### config.mk
export PLATFORM = sky130hd
export DESIGN_NAME = ps2_scan_receiver
export DESIGN_NICKNAME = d
export VERILOG_FILES = /design/src/rtl/sam_ps2_pkg.sv /design/src/rtl/ps2_line_filter.sv /design/src/rtl/ps2_scan_receiver.sv
export SDC_FILE = /design/constraint.sdc
export NUM_CORES = 1
export LEC_CHECK = 0
export ABC_AREA = 1
export CELL_PAD_IN_SITES_DETAIL_PLACEMENT = 0
export CELL_PAD_IN_SITES_GLOBAL_PLACEMENT = 2
export CORE_MARGIN = 2
export CORE_UTILIZATION = 36
export DETAILED_ROUTE_END_ITERATION = 10
export PLACE_DENSITY_LB_ADDON = 0.12
export SLEW_MARGIN = 20
export SYNTH_ARGS = -nofsm -noshare
export SYNTH_HDL_FRONTEND = slang
export SYNTH_SLANG_ARGS = --single-unit
export TNS_END_PERCENT = 10
### constraint.sdc
create_clock -name clk -period 3.1 [get_ports clk]
set_clock_uncertainty 0.2 [all_clocks]
set_input_delay 0.62 -clock clk [delete_from_list [all_inputs] [get_ports clk]]
set_output_delay 0.62 -clock clk [all_outputs]
set_load 0.05 [all_outputs]
### src/rtl/sam_ps2_pkg.sv
// rtl/sam_ps2_pkg.sv - shared PS/2 receive types and constants
package sam_ps2_pkg;

    typedef enum logic [1:0] {
        IDLE   = 2'd0,
        DATA   = 2'd1,
        PARITY = 2'd2,
        STOP   = 2'd3
    } ps2_state_t;

    // start + 8 data + parity + stop
    localparam int FRAME_BITS = 11;
    localparam int DATA_BITS  = FRAME_BITS - 3;

    localparam logic [7:0] PS2_EXT = 8'hE0;
    localparam logic [7:0] PS2_BRK = 8'hF0;

    // PS/2 uses odd parity over the data byte plus the parity bit
    function automatic logic odd_parity_ok(input logic [7:0] data, input logic par);
        return ^{data, par};
    endfunction

endpackage

### src/rtl/ps2_line_filter.sv
// rtl/ps2_line_filter.sv - 2-flop synchroniser, run-length deglitcher and fall pulse
module ps2_line_filter #(
    parameter int FILTER_LEN = 8
) (
    input  logic clk,
    input  logic rst,
    input  logic pin,
    output logic fall
);

    localparam int CW = $clog2(FILTER_LEN + 1);
    localparam logic [CW-1:0] CNT_LAST = CW'(FILTER_LEN - 1);

    logic          meta;
    logic          synced;
    logic          level;
    logic [CW-1:0] run_cnt;

    // Two-flop synchroniser; idles high like an undriven PS/2 line
    always_ff @(posedge clk) begin
        if (rst) begin
            meta   <= 1'b1;
            synced <= 1'b1;
        end else begin
            meta   <= pin;
            synced <= meta;
        end
    end

    // Flip the filtered level only after FILTER_LEN consecutive opposite samples
    always_ff @(posedge clk) begin
        if (rst) begin
            level   <= 1'b1;
            run_cnt <= '0;
            fall    <= 1'b0;
        end else begin
            fall <= 1'b0;
            if (synced == level) begin
                run_cnt <= '0;
            end else if (run_cnt == CNT_LAST) begin
                level   <= synced;
                run_cnt <= '0;
                fall    <= level;
            end else begin
                run_cnt <= run_cnt + 1'b1;
            end
        end
    end

endmodule

### src/rtl/ps2_scan_receiver.sv
// rtl/ps2_scan_receiver.sv - PS/2 device-to-host frame receiver with error pulses
module ps2_scan_receiver
    import sam_ps2_pkg::*;
#(
    parameter int FILTER_LEN     = 8,
    parameter int STROBE_CYCLES  = 4,
    parameter int TIMEOUT_CYCLES = 24000
) (
    input  logic       clk,
    input  logic       rst,
    input  logic       ps2clk,
    input  logic       ps2data,
    output logic [7:0] scan,
    output logic       scan_received,
    output logic       parity_error,
    output logic       frame_error
);

    localparam int TW = $clog2(TIMEOUT_CYCLES + 1);
    localparam int SW = $clog2(STROBE_CYCLES + 1);
    localparam logic [TW-1:0] T_LAST   = TW'(TIMEOUT_CYCLES - 1);
    localparam logic [SW-1:0] S_LOAD   = SW'(STROBE_CYCLES);
    localparam logic [SW-1:0] S_ONE    = SW'(1);
    localparam logic [2:0]    BIT_LAST = 3'(DATA_BITS - 1);

    ps2_state_t    state;
    ps2_state_t    state_next;
    logic          clk_fall;
    logic          data_meta;
    logic          data_sync;
    logic [2:0]    bit_cnt;
    logic [7:0]    shift;
    logic          par_bit;
    logic [TW-1:0] tcnt;
    logic [SW-1:0] strobe_cnt;
    logic          timeout;
    logic          good;
    logic          perr;
    logic          ferr;

    ps2_line_filter #(
        .FILTER_LEN(FILTER_LEN)
    ) u_clk_filter (
        .clk  (clk),
        .rst  (rst),
        .pin  (ps2clk),
        .fall (clk_fall)
    );

    // Data line only needs synchronising: it is sampled long after it settles
    always_ff @(posedge clk) begin
        if (rst) begin
            data_meta <= 1'b1;
            data_sync <= 1'b1;
        end else begin
            data_meta <= ps2data;
            data_sync <= data_meta;
        end
    end

    // FSM state register
    always_ff @(posedge clk) begin
        if (rst) begin
            state <= IDLE;
        end else begin
            state <= state_next;
        end
    end

    // Next state: advance on each clock fall; a timeout aborts to IDLE
    always_comb begin
        state_next = state;
        if (timeout) begin
            state_next = IDLE;
        end else if (clk_fall) begin
            case (state)
                IDLE:    if (!data_sync) state_next = DATA;
                DATA:    if (bit_cnt == BIT_LAST) state_next = PARITY;
                PARITY:  state_next = STOP;
                STOP:    state_next = IDLE;
                default: state_next = IDLE;
            endcase
        end
    end

    // Frame verdicts; a fall in the terminal-count cycle suppresses the timeout
    always_comb begin
        timeout = 1'b0;
        good    = 1'b0;
        perr    = 1'b0;
        ferr    = 1'b0;
        if (state != IDLE && !clk_fall && tcnt == T_LAST) begin
            timeout = 1'b1;
        end
        if (state == STOP && clk_fall) begin
            if (!data_sync) begin
                ferr = 1'b1;
            end else if (odd_parity_ok(shift, par_bit)) begin
                good = 1'b1;
            end else begin
                perr = 1'b1;
            end
        end
    end

    // Bit collection and inactivity counter
    always_ff @(posedge clk) begin
        if (rst) begin
            bit_cnt <= '0;
            shift   <= '0;
            par_bit <= 1'b0;
            tcnt    <= '0;
        end else begin
            if (state == IDLE || clk_fall || timeout) begin
                tcnt <= '0;
            end else begin
                tcnt <= tcnt + 1'b1;
            end
            if (clk_fall) begin
                case (state)
                    IDLE: bit_cnt <= '0;
                    DATA: begin
                        shift   <= {data_sync, shift[7:1]};
                        bit_cnt <= bit_cnt + 1'b1;
                    end
                    PARITY:  par_bit <= data_sync;
                    default: ;
                endcase
            end
        end
    end

    // Registered outputs: byte latch, stretched strobe and one-cycle error pulses
    always_ff @(posedge clk) begin
        if (rst) begin
            scan          <= 8'h00;
            scan_received <= 1'b0;
            parity_error  <= 1'b0;
            frame_error   <= 1'b0;
            strobe_cnt    <= '0;
        end else begin
            parity_error <= perr;
            frame_error  <= ferr | timeout;
            if (good) begin
                scan          <= shift;
                scan_received <= 1'b1;
                strobe_cnt    <= S_LOAD;
            end else if (strobe_cnt != '0) begin
                strobe_cnt    <= strobe_cnt - 1'b1;
                scan_received <= (strobe_cnt != S_ONE);
            end else begin
                scan_received <= 1'b0;
            end
        end
    end

endmodule
==> impl_results.md, run 1 <==
* CTS Buffer Depth at 2
* Main synth FF type: dfxtp_1
* Max Used Layer: met4
* Die width at 87.3 um
* GRT overflow at 0
* Worst path top cell family by delay: buffers and inverters
* Max VDD drop at 199 uV
* Final setup viols at 0
* Worst-path maximum fanout at 2
* 1st-iter DRT viols at 76
* RSZ-0062 raised after global routing: false
* Setup ws final at 0.827 ns
* CP max stage cell: clkdlybuf4s50_1
* Largest net degree at the start of global routing at 22
* Minimum clock period at 2.27 ns
* WL per Instance at 10.1 um
* Post-layout instance area at 0.00280 mm2
* Period Utilization, post-route at 73.3%
* Hold buffer count at cts at 0
* DR pass1 iterations at 4
* I/O pin total at 15
* Total GRT Usage at 13.7%
* Synth Instances at 350
* H-tree level count at 2
* IO Port Bufs at 14
* Die area at 0.00762 mm2
* Worst-Margin Slew at 0.555 ns
* Min Hold Slack at 0.216 ns
* Leak at 1.23 nW
* Met1 WL at 2370 um
* Area Growth Syn to Fin at 12.2%
* CTS tree: done
* Max_cap viols at 0
* FF+latch count, synth at 53
* Mapped Area at 0.00250 mm2
* Top-area cell type share of the netlist area at 42.5%
* First-pass GRT wire length at 8420 um
* CP arrival at 1.45 ns
* CP Data Required Time at 2.28 ns
* Dpl hpwl at 3360 um
* Pwr/cell area at 442 mW/mm2
* Fin. Hold Viols at 0
* CORE AREA at 0.00676 mm2
* Die Height at 87.3 um
* Area contributors post-synth: dfxtp_1 43%, nand2_1 14%, inv_1 8.3%
* CTS resizes at 0
* Share of cells above drive strength 1 at 7.08%
* Setup TNS at 0 ns
* Clk sinks at 53
* Clock transition at path regs at 0.10 ns
* Starting Density at 36.9%
* Synth Net Count at 365
* Post-synth ARST share at 0%
* Placed cell area at 0.00272 mm2
* Worst-skew pair later-pin latency at 0.30 ns
* # DRC at 0
* Placement Setup Slack at 0.733 ns
* Crit path largest cell delay at 0.80 ns
* CP Class: flip-flop to output pin
* Startpoint Class: flip-flop
* Ys Warns at 0
* Yosys top cell by area: dfxtp_1
* Initial antenna violation count at 0
* Worst Hold Class: flip-flop to flip-flop
* Cell Rows at 30
* Number of CTS-inserted buffers at 5
* CP Cell Sequence: clkdlybuf4s50_1
* Status: finished, final reports clean
* Clk root buf: clkbuf_8
* Cell with the most instances after synthesis: nand2_1
* Number of flops mapped to enable cells by yosys at 0
* Vias in the first global route at 1938
* Slew headroom at 62.9%
* Top cells by count, synth: 93 x nand2_1, 55 x inv_1, 53 x dfxtp_1, 38 x nor2_1, 21 x nand3_1
* Vias per cell at 4.51
* Crit path capture type: output pin
* Final-report max-slew violation count at 0
* Met2 Routed Length at 2010 um
* Met3 WL at 103 um
* Final WL at 4520 um
* # diodes at 0
* Fin nets at 381
* Via count at 2016
* Post-route ant nets at 0
* Routability Congestion at 0.722
* Max Freq at 0.440 GHz
* Seq/Total Area, Yosys at 42.5%
* CP bufs+invs at 1
* Netlist cell types at 24
* Post-CTS setup buffer count at 0
* Syn_area_per_cell at 7.13 um2
-- logic make-up (layout without fill, tap and decap cells) --
group / Yosys count / after routing / synth area share [%]
buffers and inverters: 63 / 80 / 9.87
xor gates and xnor gates: 11 / 11 / 3.86
AOI/OAI and AO/OA: 33 / 33 / 6.62
DFF: 53 / 53 / 42.5
adders and majority gates: 11 / 11 / 5.51
and+or+nand+nor: 179 / 179 / 31.6
-- per-layer routing --
metal / vias up / global-route usage, %
li1: 1111 / -
met1: 884 / 18.0
met2: 19 / 22.0
met3: 2 / 2.65
met4: 0 / 5.45
met5: - / 0
-- through the flow --
stage	instances	total power, mW	utilization, %
6_report	447	1.24	41.5
2_1_floorplan	350	0.840	-
4_1_cts	447	1.27	41.5
3_5_place_dp	439	0.878	40.2
3_3_place_gp	439	0.877	40.2
5_1_grt	447	1.31	41.5
-- final timing paths --
kind / slack, ns / to / cells after the start / startpoint
worst max-delay path: 0.83 / scan[7] / 1 / scan[7]
worst min-delay path: 0.22 / data_sync / 1 / data_meta
worst max register to register: 1.06 / tcnt[13] / 8 / tcnt[0]
worst min register to register: 0.22 / data_sync / 1 / data_meta
-- flip-flops by register name, indices dropped and copies added (netlist names) --
register,count
u_clk_filter.fall,1
u_clk_filter.meta,1
scan,8
u_clk_filter.level,1
data_sync,1
shift,8
par_bit,1
u_clk_filter.synced,1
bit_cnt,3
strobe_cnt,3
frame_error,1
parity_error,1
scan_received,1
data_meta,1
u_clk_filter.run_cnt,4
state,2
tcnt,15
-- power breakdown --
group | internal [mW] | switching [mW] | total [mW]
logic | 0.0568 | 0.0900 | 0.147
clock network | 0.156 | 0.222 | 0.379
registers | 0.703 | 0.00977 | 0.713
total | 0.916 | 0.322 | 1.24
-- final cells by class --
class / instances / area [um2]
fill: 697 / 3960
multi-input combinational: 234 / 1190
sequential: 53 / 1060
inverter: 56 / 210
timing repair buffer: 16 / 155
tap: 80 / 100
clock buffer: 5 / 68.8
clock inverter: 3 / 17.5
-- layout by cell type, fill, tap and decap left out, types with 5 or more instances in the layout --
master	n
clkbuf_8	5
o21ai_0	13
clkdlybuf4s50_1	14
nor3_1	7
dfxtp_1	53
a21oi_1	20
nand3_1	21
or2_2	6
nand2_1	93
inv_1	55
nor2_1	38
xor2_1	9
ha_1	11
Power figures use the tool's default switching activity.
==> inputs of run 2 (changes only) <==
- CORE_UTILIZATION: 36 -> 34
- clock period: 3.1 -> 2.1 ns (I/O delays scaled with it)
==> impl_results.md, run 2 (synthesized netlist as in run 1, its figures left out) <==
* Status: finished, final reports clean
* Worst Hold Class: flip-flop to flip-flop
* Worst path top cell family by delay: buffers and inverters
* Largest net degree at the start of global routing at 22 (unchanged)
* CP arrival at 1.41 ns (-0.04 ns)
* Die area at 0.00804 mm2 (+5.6%)
* Dpl hpwl at 3680 um (+9.4%)
* Routability Congestion at 0.762 (+5.5%)
* CTS tree: done
* Worst-Margin Slew at 0.503 ns (-0.0523 ns)
* CP max stage cell: clkdlybuf4s50_1
* Die Height at 89.7 um (+2.8%)
* Leak at 1.38 nW (+13%)
* Cell Rows at 31 (+3.3%)
* Max reg flops at 15 (unchanged)
* Vias per cell at 4.31 (-4.5%)
* Largest registers: tcnt: 15 flops, scan: 8 flops, shift: 8 flops
* Minimum clock period at 2.03 ns
* Number of CTS-inserted buffers at 5 (unchanged)
* Most frequent cells in the layout: 93 x nand2_1, 55 x inv_1, 53 x dfxtp_1
* R2r startpoint: tcnt[0]
* Placed cell area at 0.00277 mm2 (+1.9%)
* Final setup viols at 0 (unchanged)
* Post-layout instance area at 0.00290 mm2 (+3.4%)
* Placement Setup Slack at 0.166 ns (-0.567 ns)
* Starting Density at 34.8% (-2.2 points)
* Hold depth at 1 (unchanged)
* CP Cell Sequence: clkdlybuf4s50_1
* Clk root buf: clkbuf_8
* DR pass1 iterations at 4 (unchanged)
* H-tree level count at 2 (unchanged)
* Pwr/cell area at 687 mW/mm2 (+55%)
* Crit path capture type: output pin
* Clock transition at path regs at 0.10 ns (about the same)
* CP Class: flip-flop to output pin
* Max_cap viols at 0 (unchanged)
* FILL cells at 780 (+12%)
* GRT overflow at 0 (unchanged)
* RSZ-0062 raised after global routing: false
* Post-CTS setup buffer count at 0 (unchanged)
* Total GRT Usage at 13.6% (-0.083 points)
* Worst R2R End: tcnt[12]
* CORE AREA at 0.00718 mm2 (+6.2%)
* Fin nets at 386 (+1.3%)
* Hold buffer count at cts at 0 (unchanged)
* Max Freq at 0.492 GHz
* Startpoint Class: flip-flop
* Setup ws final at 0.0679 ns (-0.759 ns)
* 1st-iter DRT viols at 81 (+6.6%)
* CP bufs+invs at 1 (unchanged)
* Crit path largest cell delay at 0.79 ns (about the same)
* Clk sinks at 53 (unchanged)
* Worst-skew pair later-pin latency at 0.30 ns (about the same)
* Initial antenna violation count at 0 (unchanged)
* First-pass GRT wire length at 8560 um (+1.6%)
* Final-report max-slew violation count at 0 (unchanged)
* WL per Instance at 10.3 um (+1.4%)
* Worst reg2reg setup slack at 0.24 ns (-0.82 ns)
* Slew headroom at 66.4% (+3.5 points)
* Share of cells above drive strength 1 at 9.14% (+2.1 points)
* IO Port Bufs at 14 (unchanged)
* Final WL at 4830 um (+6.9%)
* # DRC at 0 (unchanged)
* Die width at 89.7 um (+2.8%)
* Biggest register: tcnt
* Min-delay src: data_meta
* Via count at 2029 (+0.64%)
* Worst Reg2Reg Path Length in Cells at 9 (+1)
* CP Data Required Time at 1.48 ns (-0.80 ns)
* Post-route ant nets at 0 (unchanged)
* Setup TNS at 0 ns (unchanged)
* CTS Buffer Depth at 2 (unchanged)
* # diodes at 0 (unchanged)
* Hold Path Sink: data_sync
* Area Growth Syn to Fin at 16.1%
* Period Utilization, post-route at 96.8%
* Vias in the first global route at 1850 (-4.5%)
* CTS resizes at 0 (unchanged)
* Fin. Hold Viols at 0 (unchanged)
* Worst-path maximum fanout at 1 (-1)
* I/O pin total at 15 (unchanged)
* Max VDD drop at 374 uV (+88%)
* Commonest non-fill, non-tap cell in the layout: nand2_1
## run 2: cell types whose count changed in the layout (fill, tap and decap cells not counted), sizes merged
cell           change
clkdlybuf4s50     -10
buf                +9
dlymetal6s2s       +6
clkbuf             +2
clkinv             -2
bufinv             +1
clkinvlp           -1
## run 2: power by group
part           switching (mW)  total, mW  internal, mW
logic                   0.133      0.216        0.0829
clock network           0.333      0.723         0.389
registers              0.0140       1.05          1.04
## run 2: worst max path at each step
stage,start,endpoint,depth (start not counted)
floorplan,tcnt[0],tcnt[12],9
global placement,rst,scan[7],6
detailed placement,rst,scan[7],6
CTS,scan[3],scan[3],1
global route,parity_error,parity_error,1
finish,parity_error,parity_error,1
## run 2: cell type report
| type | instances | area [um2] | area share [%] |
|---|---|---|---|
| clock inverter | 1 | 30.0 | 1.04 |
| tap | 99 | 124 | 4.27 |
| sequential | 53 | 1060 | 36.6 |
| multi-input combinational | 234 | 1190 | 41.0 |
| timing repair buffer | 21 | 198 | 6.82 |
| clock buffer | 7 | 86.3 | 2.98 |
| inverter | 56 | 210 | 7.25 |
## run 2: stage by stage
step           power, mW  hold slack (ns)  util, %  cells
2_1_floorplan       1.24            0.189        -    350
3_3_place_gp        1.29            0.192     38.6    463
3_5_place_dp        1.29            0.197     38.6    463
4_1_cts             2.03            0.222     40.2    471
5_1_grt             2.09            0.229     40.4    471
6_report            1.99            0.220     40.4    471
## run 2: per-layer routing
layer	share of wire, %	vias to the layer above	GRT usage [%]
met3	2.3	2	2.83
li1	-	1119	-
met4	0.70	0	4.48
met5	0	-	0
met2	41	19	19.3
met1	56	889	20.3
## run 2: worst register-to-register path, cell delays in order, from the launching register on
cell,delay [ns]
dfxtp_1,0.36
ha_1,0.18
nand2_1,0.10
nor2_2,0.18
nand4_2,0.17
nor3_4,0.23
nand2_1,0.10
xor2_1,0.15
nand2_1,0.06
inv_1,0.03
